<file path="config.mk">
export PLATFORM = sky130hd
export DESIGN_NAME = morse_decoder
export DESIGN_NICKNAME = d
export VERILOG_FILES = /design/src/rtl/morse_pkg.sv /design/src/rtl/morse_lut.sv /design/src/rtl/morse_decoder.sv
export SDC_FILE = /design/constraint.sdc
export NUM_CORES = 1
export LEC_CHECK = 0
export ABC_AREA = 1
export CELL_PAD_IN_SITES_DETAIL_PLACEMENT = 1
export CELL_PAD_IN_SITES_GLOBAL_PLACEMENT = 2
export CORE_UTILIZATION = 37
export DETAILED_ROUTE_END_ITERATION = 8
export GPL_ROUTABILITY_DRIVEN = 0
export HOLD_SLACK_MARGIN = 0.1
export PLACE_DENSITY = 0.85
export SYNTH_ARGS = -nofsm -noshare
export SYNTH_HDL_FRONTEND = slang
export SYNTH_SLANG_ARGS = --single-unit
</file>
<file path="constraint.sdc">
create_clock -name clk -period 2.9 [get_ports clk]
set_input_delay 0.435 -clock clk [delete_from_list [all_inputs] [get_ports clk]]
set_output_delay 0.435 -clock clk [all_outputs]
set_load 0.05 [all_outputs]
</file>
<file path="src/rtl/morse_pkg.sv">
// Shared state encoding, ASCII constants and length limits for the Morse decoder.
// Build option: MORSE_DIGIT_EN raises the maximum length to 5 so that digits 0-9 decode.
package morse_pkg;

    typedef enum logic [1:0] {
        IDLE  = 2'd0,
        PRESS = 2'd1,
        GAP   = 2'd2,
        EMIT  = 2'd3
    } state_t;

    localparam int BUF_W = 5;

    localparam logic [7:0] CHAR_UNKNOWN = 8'h3F;
    localparam logic [7:0] CHAR_A       = 8'h41;
    localparam logic [7:0] CHAR_0       = 8'h30;

    localparam logic [2:0] MAX_LEN_ALPHA = 3'd4;
    localparam logic [2:0] MAX_LEN_DIGIT = 3'd5;

`ifdef MORSE_DIGIT_EN
    localparam logic [2:0] MAX_LEN = MAX_LEN_DIGIT;
`else
    localparam logic [2:0] MAX_LEN = MAX_LEN_ALPHA;
`endif

endpackage

</file>
<file path="src/rtl/morse_lut.sv">
// Combinational Morse table: {symbol count, pattern} -> ASCII code plus invalid flag.
// Build option: MORSE_DIGIT_EN adds the 5-symbol digit rows. Dot = 0, dash = 1, first symbol is the MSB.
module morse_lut
    import morse_pkg::*;
(
    input  logic [2:0]       count,
    input  logic [BUF_W-1:0] pattern,
    output logic [7:0]       code,
    output logic             invalid
);

    always_comb begin
        // NOTE: every output gets a default first so no path through the case infers a latch.
        code    = CHAR_UNKNOWN;
        invalid = 1'b0;
        case ({count, pattern})
            {3'd1, 5'b00000}: code = CHAR_A + 8'd4;   // E
            {3'd1, 5'b00001}: code = CHAR_A + 8'd19;  // T
            {3'd2, 5'b00001}: code = CHAR_A + 8'd0;   // A
            {3'd2, 5'b00000}: code = CHAR_A + 8'd8;   // I
            {3'd2, 5'b00011}: code = CHAR_A + 8'd12;  // M
            {3'd2, 5'b00010}: code = CHAR_A + 8'd13;  // N
            {3'd3, 5'b00100}: code = CHAR_A + 8'd3;   // D
            {3'd3, 5'b00110}: code = CHAR_A + 8'd6;   // G
            {3'd3, 5'b00101}: code = CHAR_A + 8'd10;  // K
            {3'd3, 5'b00111}: code = CHAR_A + 8'd14;  // O
            {3'd3, 5'b00010}: code = CHAR_A + 8'd17;  // R
            {3'd3, 5'b00000}: code = CHAR_A + 8'd18;  // S
            {3'd3, 5'b00001}: code = CHAR_A + 8'd20;  // U
            {3'd3, 5'b00011}: code = CHAR_A + 8'd22;  // W
            {3'd4, 5'b01000}: code = CHAR_A + 8'd1;   // B
            {3'd4, 5'b01010}: code = CHAR_A + 8'd2;   // C
            {3'd4, 5'b00010}: code = CHAR_A + 8'd5;   // F
            {3'd4, 5'b00000}: code = CHAR_A + 8'd7;   // H
            {3'd4, 5'b00111}: code = CHAR_A + 8'd9;   // J
            {3'd4, 5'b00100}: code = CHAR_A + 8'd11;  // L
            {3'd4, 5'b00110}: code = CHAR_A + 8'd15;  // P
            {3'd4, 5'b01101}: code = CHAR_A + 8'd16;  // Q
            {3'd4, 5'b00001}: code = CHAR_A + 8'd21;  // V
            {3'd4, 5'b01001}: code = CHAR_A + 8'd23;  // X
            {3'd4, 5'b01011}: code = CHAR_A + 8'd24;  // Y
            {3'd4, 5'b01100}: code = CHAR_A + 8'd25;  // Z
`ifdef MORSE_DIGIT_EN
            {3'd5, 5'b11111}: code = CHAR_0 + 8'd0;
            {3'd5, 5'b01111}: code = CHAR_0 + 8'd1;
            {3'd5, 5'b00111}: code = CHAR_0 + 8'd2;
            {3'd5, 5'b00011}: code = CHAR_0 + 8'd3;
            {3'd5, 5'b00001}: code = CHAR_0 + 8'd4;
            {3'd5, 5'b00000}: code = CHAR_0 + 8'd5;
            {3'd5, 5'b10000}: code = CHAR_0 + 8'd6;
            {3'd5, 5'b11000}: code = CHAR_0 + 8'd7;
            {3'd5, 5'b11100}: code = CHAR_0 + 8'd8;
            {3'd5, 5'b11110}: code = CHAR_0 + 8'd9;
`endif
            default: begin
                code    = CHAR_UNKNOWN;
                invalid = 1'b1;
            end
        endcase
    end

endmodule

</file>
<file path="src/rtl/morse_decoder.sv">
// Morse key decoder: collects dot/dash symbols and emits one ASCII character after an idle gap.
// Build option: MORSE_DIGIT_EN (via morse_pkg/morse_lut) enables 5-symbol digits.
module morse_decoder
    import morse_pkg::*;
#(
    parameter int unsigned          T_GAP_BIT = 26,
    parameter logic [T_GAP_BIT-1:0] T_GAP     = 26'h2FA_F080
) (
    input  logic       clk,
    input  logic       n_rst,
    input  logic       bt_start,
    input  logic       bt_done,
    input  logic       length,
    output logic       char_valid,
    output logic [7:0] char_code,
    output logic       char_err,
    output logic [2:0] sym_count,
    output logic       busy
);

    localparam logic [T_GAP_BIT-1:0] GAP_ONE  = {{(T_GAP_BIT-1){1'b0}}, 1'b1};
    localparam logic [T_GAP_BIT-1:0] GAP_LAST = T_GAP - GAP_ONE;

    state_t                 state;
    state_t                 state_next;
    logic [BUF_W-1:0]       sym_buf;
    logic                   err;
    logic [T_GAP_BIT-1:0]   gap_cnt;
    logic [7:0]             lut_code;
    logic                   lut_invalid;

    morse_lut u_lut (
        .count   (sym_count),
        .pattern (sym_buf),
        .code    (lut_code),
        .invalid (lut_invalid)
    );

    // NOTE: sequential state uses non-blocking assignments so every flop samples pre-edge values.
    always_ff @(posedge clk or negedge n_rst) begin
        if (!n_rst) state <= IDLE;
        else        state <= state_next;
    end

    always_comb begin
        state_next = state;
        case (state)
            IDLE:  if (bt_start) state_next = PRESS;
            PRESS: if (bt_done)  state_next = GAP;
            GAP: begin
                if (bt_start)                 state_next = PRESS;
                else if (gap_cnt == GAP_LAST) state_next = EMIT;
            end
            EMIT:    state_next = bt_start ? PRESS : IDLE;
            default: state_next = IDLE;
        endcase
    end

    assign busy = (state != IDLE);

    always_ff @(posedge clk or negedge n_rst) begin
        if (!n_rst) begin
            sym_buf    <= '0;
            sym_count  <= '0;
            err        <= 1'b0;
            gap_cnt    <= '0;
            char_valid <= 1'b0;
            char_code  <= 8'h00;
            char_err   <= 1'b0;
        end else begin
            char_valid <= 1'b0;
            char_err   <= 1'b0;

            // Outputs are registered on the GAP->EMIT edge so they are valid during EMIT.
            if (state == GAP && state_next == EMIT) begin
                char_valid <= 1'b1;
                char_code  <= (err || lut_invalid) ? CHAR_UNKNOWN : lut_code;
                char_err   <= err || lut_invalid;
            end

            if (state == GAP && !bt_start) begin
                if (gap_cnt != GAP_LAST) gap_cnt <= gap_cnt + GAP_ONE;
            end else begin
                gap_cnt <= '0;
            end

            if (state == EMIT) begin
                sym_buf   <= '0;
                sym_count <= '0;
                err       <= 1'b0;
            end else if (state == PRESS && bt_done) begin
                // A symbol beyond the maximum length only marks the character as bad.
                if (sym_count == MAX_LEN) begin
                    err <= 1'b1;
                end else begin
                    sym_buf   <= {sym_buf[BUF_W-2:0], length};
                    sym_count <= sym_count + 3'd1;
                end
            end
        end
    end

endmodule

</file>
==> impl_metrics.toml, run 1 <==
[logic_synthesis]
async_flop_share = 1.00
synthTopCellsByArea = "dfrtp_1, nand2_1, nor2_1"
synth_fp_nets = 392
postSynthCellCount = 384
synth-edff-count = 0
ys_warn_count = 0
synthFlopType = "dfrtp_1"
syn_area_mm2 = 0.00284
synth_top_area_share = 0.405
yosys.area.top_type = "dfrtp_1"
synth_seq_area_share = 0.405
yosysMostFrequentCell = "nand2_1"
synth_seq_cells = 46
ys_types = 39
syn_area_per_cell_um2 = 7.39
yosys-top-cells-count = "nand2_1, nor2_1, dfrtp_1"

[power]
ir_drop_v = 0.000199
leakage_nw = 1.43
power_mw = 2.07
power.density_mw_per_mm2 = 648

[floorplan]
num_rows = 31
num_io_pins = 19
die_height_um = 89.6
die_w_um = 89.6
coreArea_mm2 = 0.00733
die-area_mm2 = 0.00803
start_util = 0.387

[worst_setup_path]
path_cells = "clkdlybuf4s50_1"
end_kind = "primary output"
critPathArrivalTime_ps = 1670
slowest_stage = "clkdlybuf4s50_1"
path_delay_family = "buffers and inverters"
path_max_fanout = 7
slowest_delay_ps = 860
required_ps = 2470
start_kind = "register"
cp_num_buf_inv = 1
critPathKind = "reg2out"

[clock_network]
clk_pin_slew_ps = 80
cts_root_buf = "clkbuf_8"
cts_buffers = 5
cts_resized = 0
tritoncts = "built"
clock_insertion_delay_worst_skew_ps = 300
cts_htree_levels = 2
max-clock-path-buffers = 2
cts_setup_buffers = 0
cts_sinks = 46
hold_buffers = 0

[detailed_routing]
routed_wl_mm = 7.51
via_per_inst = 5.09
route.detailed.drc = 0
antenna_left = 0
drt_iter0_drc = 130
dr.pass1.iters = 4
vias = 2568
wl_per_cell_um = 14.9

[sta]
worst_slack_ps = 798
min_period_over_period = 0.725
tightest_slew_ps = 606
skew_ps = 7.90
period_minus_slack_ps = 2100
slew_headroom = 0.596
hold_violations = 0
slew_violations = 0
rsz0062_at_grt = "false"
max_freq_ghz = 0.476
setup-violations-final = 0
tns_ps = 0

[hold_path]
min_path_type = "in2async"

[status]
status = "completed"

[global_routing]
grt_max_degree = 27
track_usage = 0.212
first_global_vias = 2606
grt_antenna_before_repair = 0
grt_pass1_wl_mm = 12.9
globalRoute.totalOverflow = 0

[finish]
fin_cells = 505
multiInputGateArea_mm2 = 0.00148
drive_gt1_frac = 0.121
utilization = 0.436
fin_nets = 414
n_fill_cell = 921
diodes = 0
syn2layout_area_growth_pct = 12.5
regArea_mm2 = 0.00115

[placement]
numPortBuffers = 17
place_hpwl_mm = 5.85
dpl.cell_count = 498
pre_cts_slack_ps = 987

[flow_run]
cap_violations = 0
## worst paths after layout
kind	start	to	slack, ps	cells after the start
hold / removal	n_rst	sym_count[0]	130	1
setup reg to reg	gap_cnt[1]	gap_cnt[20]	1070	8
hold reg to reg	char_code[4]	char_code[4]	500	2
max in group asynchronous	n_rst	gap_cnt[25]	2050	2
min in group clk	char_code[4]	char_code[4]	500	2
setup / recovery	sym_count[1]	sym_count[1]	800	1
## through the flow
| stage | area, um^2 | hold WS [ps] |
|---|---|---|
| after detailed placement | 3110 | 469 |
| after global placement | 3110 | 468 |
| after CTS | 3190 | 146 |
| final | 3190 | 134 |
| after floorplan | 2840 | 139 |
| after global routing | 3190 | 168 |
## state kept, by name, summed over array words and instances (netlist names)
name and cells:
err 1, state 2, char_err 1, sym_count 3
char_valid 1, char_code 7, sym_buf 5, gap_cnt 26
## power by group
part / internal (mW) / switching (mW)
Clock: 0.162 / 0.219
Sequential: 0.702 / 0.0891
Combinational: 0.261 / 0.636
Total: 1.13 / 0.943
## cells in the final DEF (no fill, tap or decap), types with 6 or more instances in the layout
cell type / Yosys / layout
xor2_1: 9 / 9
nor2_1: 61 / 61
inv_1: 36 / 36
nand2_1: 89 / 89
nor3_1: 10 / 10
inv_2: 8 / 8
nand2_2: 8 / 8
a21oi_1: 6 / 6
nand4_1: 13 / 13
dfrtp_1: 46 / 46
o21ai_0: 15 / 15
nor2_2: 6 / 6
nand3_1: 29 / 29
clkdlybuf4s50_1: 0 / 16
## metal layers
metal	GRT usage	wire length [um]	up-vias
li1	-	-	1286
met1	0.317	3920	1239
met2	0.322	3250	35
met3	0.0311	263	8
met4	0.0519	73	0
met5	0	0	-
## final cells by class
type	instances	area share
Sequential cell	46	0.361
Tap cell	99	0.0388
Inverter	46	0.0553
Clock inverter	2	0.00313
Timing Repair Buffer	19	0.0564
Multi-Input combinational cell	288	0.464
Clock buffer	5	0.0216
## worst reg2reg max path: stages, from the launching register on
cell     delay (ps)
dfrtp_1         410
ha_1            230
nand3_2         140
nor2_2          210
nand4_1         250
nor2_2          220
nand2_1          90
o21ai_1         130
a21oi_1          50
## kinds of logic (layout without fill, tap and decap cells)
family	after synthesis	in the layout	share of synthesized area
AND/OR/NAND/NOR	235	235	0.394
XOR/XNOR	13	13	0.0401
AO/OA/AOI/OAI	36	36	0.0740
buffers and inverters	50	72	0.0723
adder cells (fa/ha/maj)	3	3	0.0132
other	1	1	0.00132
flip-flops	46	46	0.405
No activity file was read; power rests on OpenSTA's default activity.
==> run 2, diff against run 1 <==
- CORE_UTILIZATION: 37 -> 34
- PLACE_DENSITY: 0.85 -> 0.79
- clock period: 2.9 -> 1.95 ns (I/O delays scaled with it)
==> run 2 against run 1 <==
Non-clock buffer count is 3 higher. Largest cell class unchanged. Worst hold slack better by 330 ps. Total power is 67% higher.
==> impl_metrics.toml, run 2 (synthesized netlist as in run 1, its figures left out) <==
[status]
status = "completed"

[finish]
multiInputGateArea_mm2 = 0.00148
diodes = 0
largest_reg_flops = 26
fin_nets = 417
fin_area_mm2 = 0.00332
regArea_mm2 = 0.00115
final_common_cell = "nand2_1"
drive_gt1_frac = 0.132
utilization = 0.421
top_register = "gap_cnt"
n_fill_cell = 960
largestRegisters = "gap_cnt: 26 flops, char_code: 7 flops, sym_buf: 5 flops"
layout_common_cells = "nand2_1, nor2_1, dfrtp_1, inv_1, nand3_1"
syn2layout_area_growth_pct = 16.9

[detailed_routing]
via_per_inst = 5.00
route.met2.wl_mm = 3.52
antenna_left = 0
route.met3.wl_um = 303
wl_per_cell_um = 15.7
routed_wl_mm = 8.06
wl_met1_mm = 4.19
vias = 2562
drt_iter0_drc = 120
dr.pass1.iters = 4
highest_layer = "met4"
route.detailed.drc = 0

[global_routing]
grt_max_degree = 28
grt_antenna_before_repair = 0
first_global_vias = 2703
grt_pass1_wl_mm = 13.7
globalRoute.totalOverflow = 0
track_usage = 0.206

[sta]
tightest_slew_ps = 526
holdWs_ps = 460
skew_ps = 10.1
slew_violations = 0
rsz0062_at_grt = "false"
min_period_over_period = 0.917
slew_headroom = 0.646
hold_violations = 0
setup-violations-final = 0
tns_ps = 0
period_minus_slack_ps = 1790
max_freq_ghz = 0.560

[power]
power.density_mw_per_mm2 = 1040
leakage_nw = 1.49
power_mw = 3.46
ir_drop_v = 0.000388

[floorplan]
coreArea_mm2 = 0.00789
die-area_mm2 = 0.00872
num_rows = 32
die_height_um = 93.4
start_util = 0.360
die_w_um = 93.4
num_io_pins = 19

[clock_network]
clk_pin_slew_ps = 90
cts_root_buf = "clkbuf_8"
cts_buffers = 5
cts_htree_levels = 2
clock_insertion_delay_worst_skew_ps = 310
tritoncts = "built"
max-clock-path-buffers = 2
cts_sinks = 46

[worst_setup_path]
path_max_fanout = 2
critPathArrivalTime_ps = 1490
critPathKind = "reg2out"
slowest_delay_ps = 830
cp_num_buf_inv = 1
end_kind = "primary output"
path_cells = "clkdlybuf4s50_1"
path_delay_family = "buffers and inverters"
crit_start = "char_code[0]"
slowest_stage = "clkdlybuf4s50_1"
start_kind = "register"
regToRegStartpoint = "gap_cnt[1]"
required_ps = 1660

[placement]
numPortBuffers = 17
post_dp_cell_area_mm2 = 0.00317
place_hpwl_mm = 6.26

[hold_path]
min_path_type = "in2async"

[flow_run]
cap_violations = 0
==> run 2: worst paths after layout <==
path	end	slack [ps]	depth (start not counted)
worst min-delay path	sym_count[1]	460	2
worst min register to register	char_code[4]	490	2
worst max register to register	gap_cnt[1]	240	9
min in group clk	char_code[4]	490	2
max in group asynchronous	gap_cnt[5]	960	3
worst max-delay path	char_code[0]	160	1
==> run 2: what timing repair did <==
action                     4_1_cts  5_1_grt
setup buffers                    0        0
setup endpoints to repair        1        1
gates resized for setup          1        1
hold endpoints to repair        19        0
hold buffers                     1        0
==> run 2: metal layers <==
metal | vias to the layer above | global-route usage
met5 | - | 0
met4 | 0 | 0.0308
met3 | 5 | 0.0415
met2 | 45 | 0.325
met1 | 1220 | 0.295
li1 | 1292 | -
==> run 2: cell type report <==
cell class,instances,area share
clock buffers,6,0.0249
well taps,102,0.0384
inverters,46,0.0531
clock inverters,2,0.0181
flip-flops and latches,46,0.347
multi-input cells,288,0.447
repair buffers,22,0.0720
==> run 2: through the flow <==
step,cells,setup WS (ps)
final,512,163
after CTS,512,43.0
after detailed placement,503,223
after global placement,503,219
after floorplan,384,187
after global routing,512,25.7
==> run 2: power by group <==
group | internal (mW) | total [mW] | switching (mW)
sequential | 1.04 | 1.17 | 0.129
combinational | 0.422 | 1.39 | 0.964
clock | 0.547 | 0.897 | 0.350
total | 2.01 | 3.46 | 1.44
==> run 3, diff against run 2 <==
- ABC_AREA: 1 -> unset
- ABC_CLOCK_PERIOD_IN_PS: unset -> 1950
- CAP_MARGIN: unset -> 15
- CORE_UTILIZATION: 34 -> 37
- PLACE_DENSITY: 0.79 -> 0.8
==> run 3 against run 2 <==
Critical path depth rose by 4. Total power increased by 3.2%. Area after synthesis is 5.4% lower. Worst setup slack worse by 110 ps. Flip-flop and latch count unchanged. Count of clock-buffer cells in the layout down 1. Critical path type is now reg2reg. First-iteration DRC count decreased by 11%. Register-to-register slack worse by 190 ps. Maximum frequency decreased by 6.0%.
==> impl_metrics.toml, run 3 <==
[status]
status = "completed"

[worst_setup_path]
r2r_slack_ps = 50
regToRegStartpoint = "gap_cnt[24]"
end_kind = "register"
start_kind = "register"
reg2reg_depth = 5
r2r_end = "char_code[0]"
path_max_fanout = 4
critPathArrivalTime_ps = 2090
critPathKind = "reg2reg"
required_ps = 2140

[finish]
fin_cells = 448
multiInputGateArea_mm2 = 0.00151
utilization = 0.502
largestRegisters = "gap_cnt: 26 flops, char_code: 7 flops, sym_buf: 5 flops"
diodes = 0
largest_reg_flops = 26
layout_common_cells = "buf_4, nor2_1, dfrtp_1, xnor2_1"
regArea_mm2 = 0.00116
fin_nets = 359
syn2layout_area_growth_pct = 29.1
n_fill_cell = 837
fin_area_mm2 = 0.00347
final_common_cell = "buf_4"
drive_gt1_frac = 0.256
top_register = "gap_cnt"

[logic_synthesis]
ys_warn_count = 0
synthFlopType = "dfrtp_1"
synthSimpleGateAreaFrac = 0.299
synth_xor_area_frac = 0.0848
synthAdderAreaFrac = 0.0140
postSynthCellCount = 298
synth-edff-count = 0
async_flop_share = 1.00
yosys-top-cells-count = "nor2_1, dfrtp_1, xnor2_1"
synth_compound_area_frac = 0.110
ys_types = 59
yosys.area.top_type = "dfrtp_1"
synth_seq_cells = 46
syn_area_per_cell_um2 = 9.01
synthTopCellsByArea = "dfrtp_1, nor2_1, xnor2_1"
muxShareOfSynthArea = 0.0149
syn_area_mm2 = 0.00269
synth_fp_nets = 306
synth_top_family_by_area = "simple AND/OR/NAND/NOR gates"
synth_top_area_share = 0.429
synth_seq_area_share = 0.429
yosysMostFrequentCell = "nor2_1"

[power]
sw_frac_of_total = 0.404
power_mw = 3.57
power.density_mw_per_mm2 = 1030
power_frac_comb = 0.456
ir_drop_v = 0.000597
clkPwrFrac = 0.214
leakage_nw = 1.41
p_sw_mw = 1.44
seqPwrFrac = 0.330
p_int_mw = 2.12

[global_routing]
grt_max_degree = 27
globalRoute.totalOverflow = 0
grt_antenna_before_repair = 0
track_usage = 0.211
grt_pass1_wl_mm = 12.4
first_global_vias = 2526

[clock_network]
clk_pin_slew_ps = 100
cts_root_buf = "clkbuf_8"
tritoncts = "built"
max-clock-path-buffers = 2
cts_buffers = 5
cts_sinks = 46
clock_insertion_delay_worst_skew_ps = 310
cts_htree_levels = 2

[sta]
slew_violations = 0
holdWs_ps = 482
rsz0062_at_grt = "true"
tightest_slew_ps = 511
tns_ps = 0
worst_slack_ps = 49.3
max_freq_ghz = 0.526
hold_violations = 0
setup-violations-final = 0
skew_ps = 6.29
slew_headroom = 0.659
min_period_over_period = 0.975
period_minus_slack_ps = 1900

[floorplan]
start_util = 0.389
num_rows = 30
die-area_mm2 = 0.00760
coreArea_mm2 = 0.00691
die_w_um = 87.2
die_height_um = 87.2
num_io_pins = 19

[placement]
dpl.cell_count = 435
numPortBuffers = 17
place_hpwl_mm = 5.19
pre_cts_slack_ps = -213
post_dp_cell_area_mm2 = 0.00321

[hold_path]
min_path_type = "in2async"

[detailed_routing]
via_per_inst = 5.32
dr.pass1.iters = 4
drt_iter0_drc = 107
route.detailed.drc = 0
routed_wl_mm = 7.20
antenna_left = 0
vias = 2384
wl_per_cell_um = 16.1

[flow_run]
cap_violations = 0
[run 3: cell count changes in the layout (fill, tap and decap cells not counted), sizes merged, moves of 15 or more]
cell	change
nand2	-85
inv	-33
buf	+45
xnor2	+15
nand3	-22
nor2	-23
[run 3: area by class of cell]
type / instances / share of cell area
inverter: 11 / 0.0119
clock buffer: 5 / 0.0199
clock inverter: 3 / 0.0141
tap: 96 / 0.0347
multi-input combinational: 222 / 0.435
sequential: 46 / 0.334
timing repair buffer: 65 / 0.151
[run 3: kinds of logic after synthesis]
kind of cell               Yosys count
and+or+nand+nor                    142
AOI/OAI and AO/OA                   46
DFF                                 46
buffers and inverters               30
xor gates and xnor gates            26
muxes                                4
adders and majority gates            3
other                                1
[run 3: worst max path at each step]
| stage | startpoint | endpoint | slack (ps) | depth (start not counted) |
|---|---|---|---|---|
| after floorplan | sym_count[1] | char_code[4] | 10 | 6 |
| after global placement | bt_start | char_code[1] | -170 | 7 |
| after detailed placement | bt_start | char_code[1] | -210 | 7 |
| after CTS | gap_cnt[24] | char_code[0] | 10 | 5 |
| after global routing | sym_count[1] | char_err | -60 | 6 |
| final | gap_cnt[24] | char_code[0] | 50 | 5 |
[run 3: power by group through the flow]
stage / combinational, mW / clock (mW) / sequential, mW
global placement: 1.48 / 0 / 1.18
CTS: 1.52 / 0.792 / 1.17
global route: 1.78 / 0.812 / 1.19
floorplan: 0.926 / 0 / 1.23
finish: 1.63 / 0.762 / 1.18
detailed placement: 1.52 / 0 / 1.19
[run 3: layer usage]
metal | wire [um] | track usage | vias up
met1 | 3600 | 0.298 | 1182
li1 | - | - | 1168
met4 | 73 | 0.0581 | 0
met3 | 159 | 0.0284 | 5
met2 | 3370 | 0.341 | 29
met5 | 0 | 0 | -
[run 3: worst max-delay path, cell delays in order, from the launching register on]
cell and delay [ps]:
dfrtp_1 420, and4bb_2 360, nand2_1 60, or4_4 570, nor4_2 280, a21oi_1 100
[run 3: timing repair]
| action | 4_1_cts | 5_1_grt |
|---|---|---|
| pin swaps | 0 | 9 |
| cloned | 0 | 0 |
| resized for setup | 0 | 18 |
| setup endpoints to repair | 2 | 8 |
| hold buffers | 1 | 0 |
| hold endpoints to repair | 19 | 0 |
| buffers inserted | 1 | 3 |
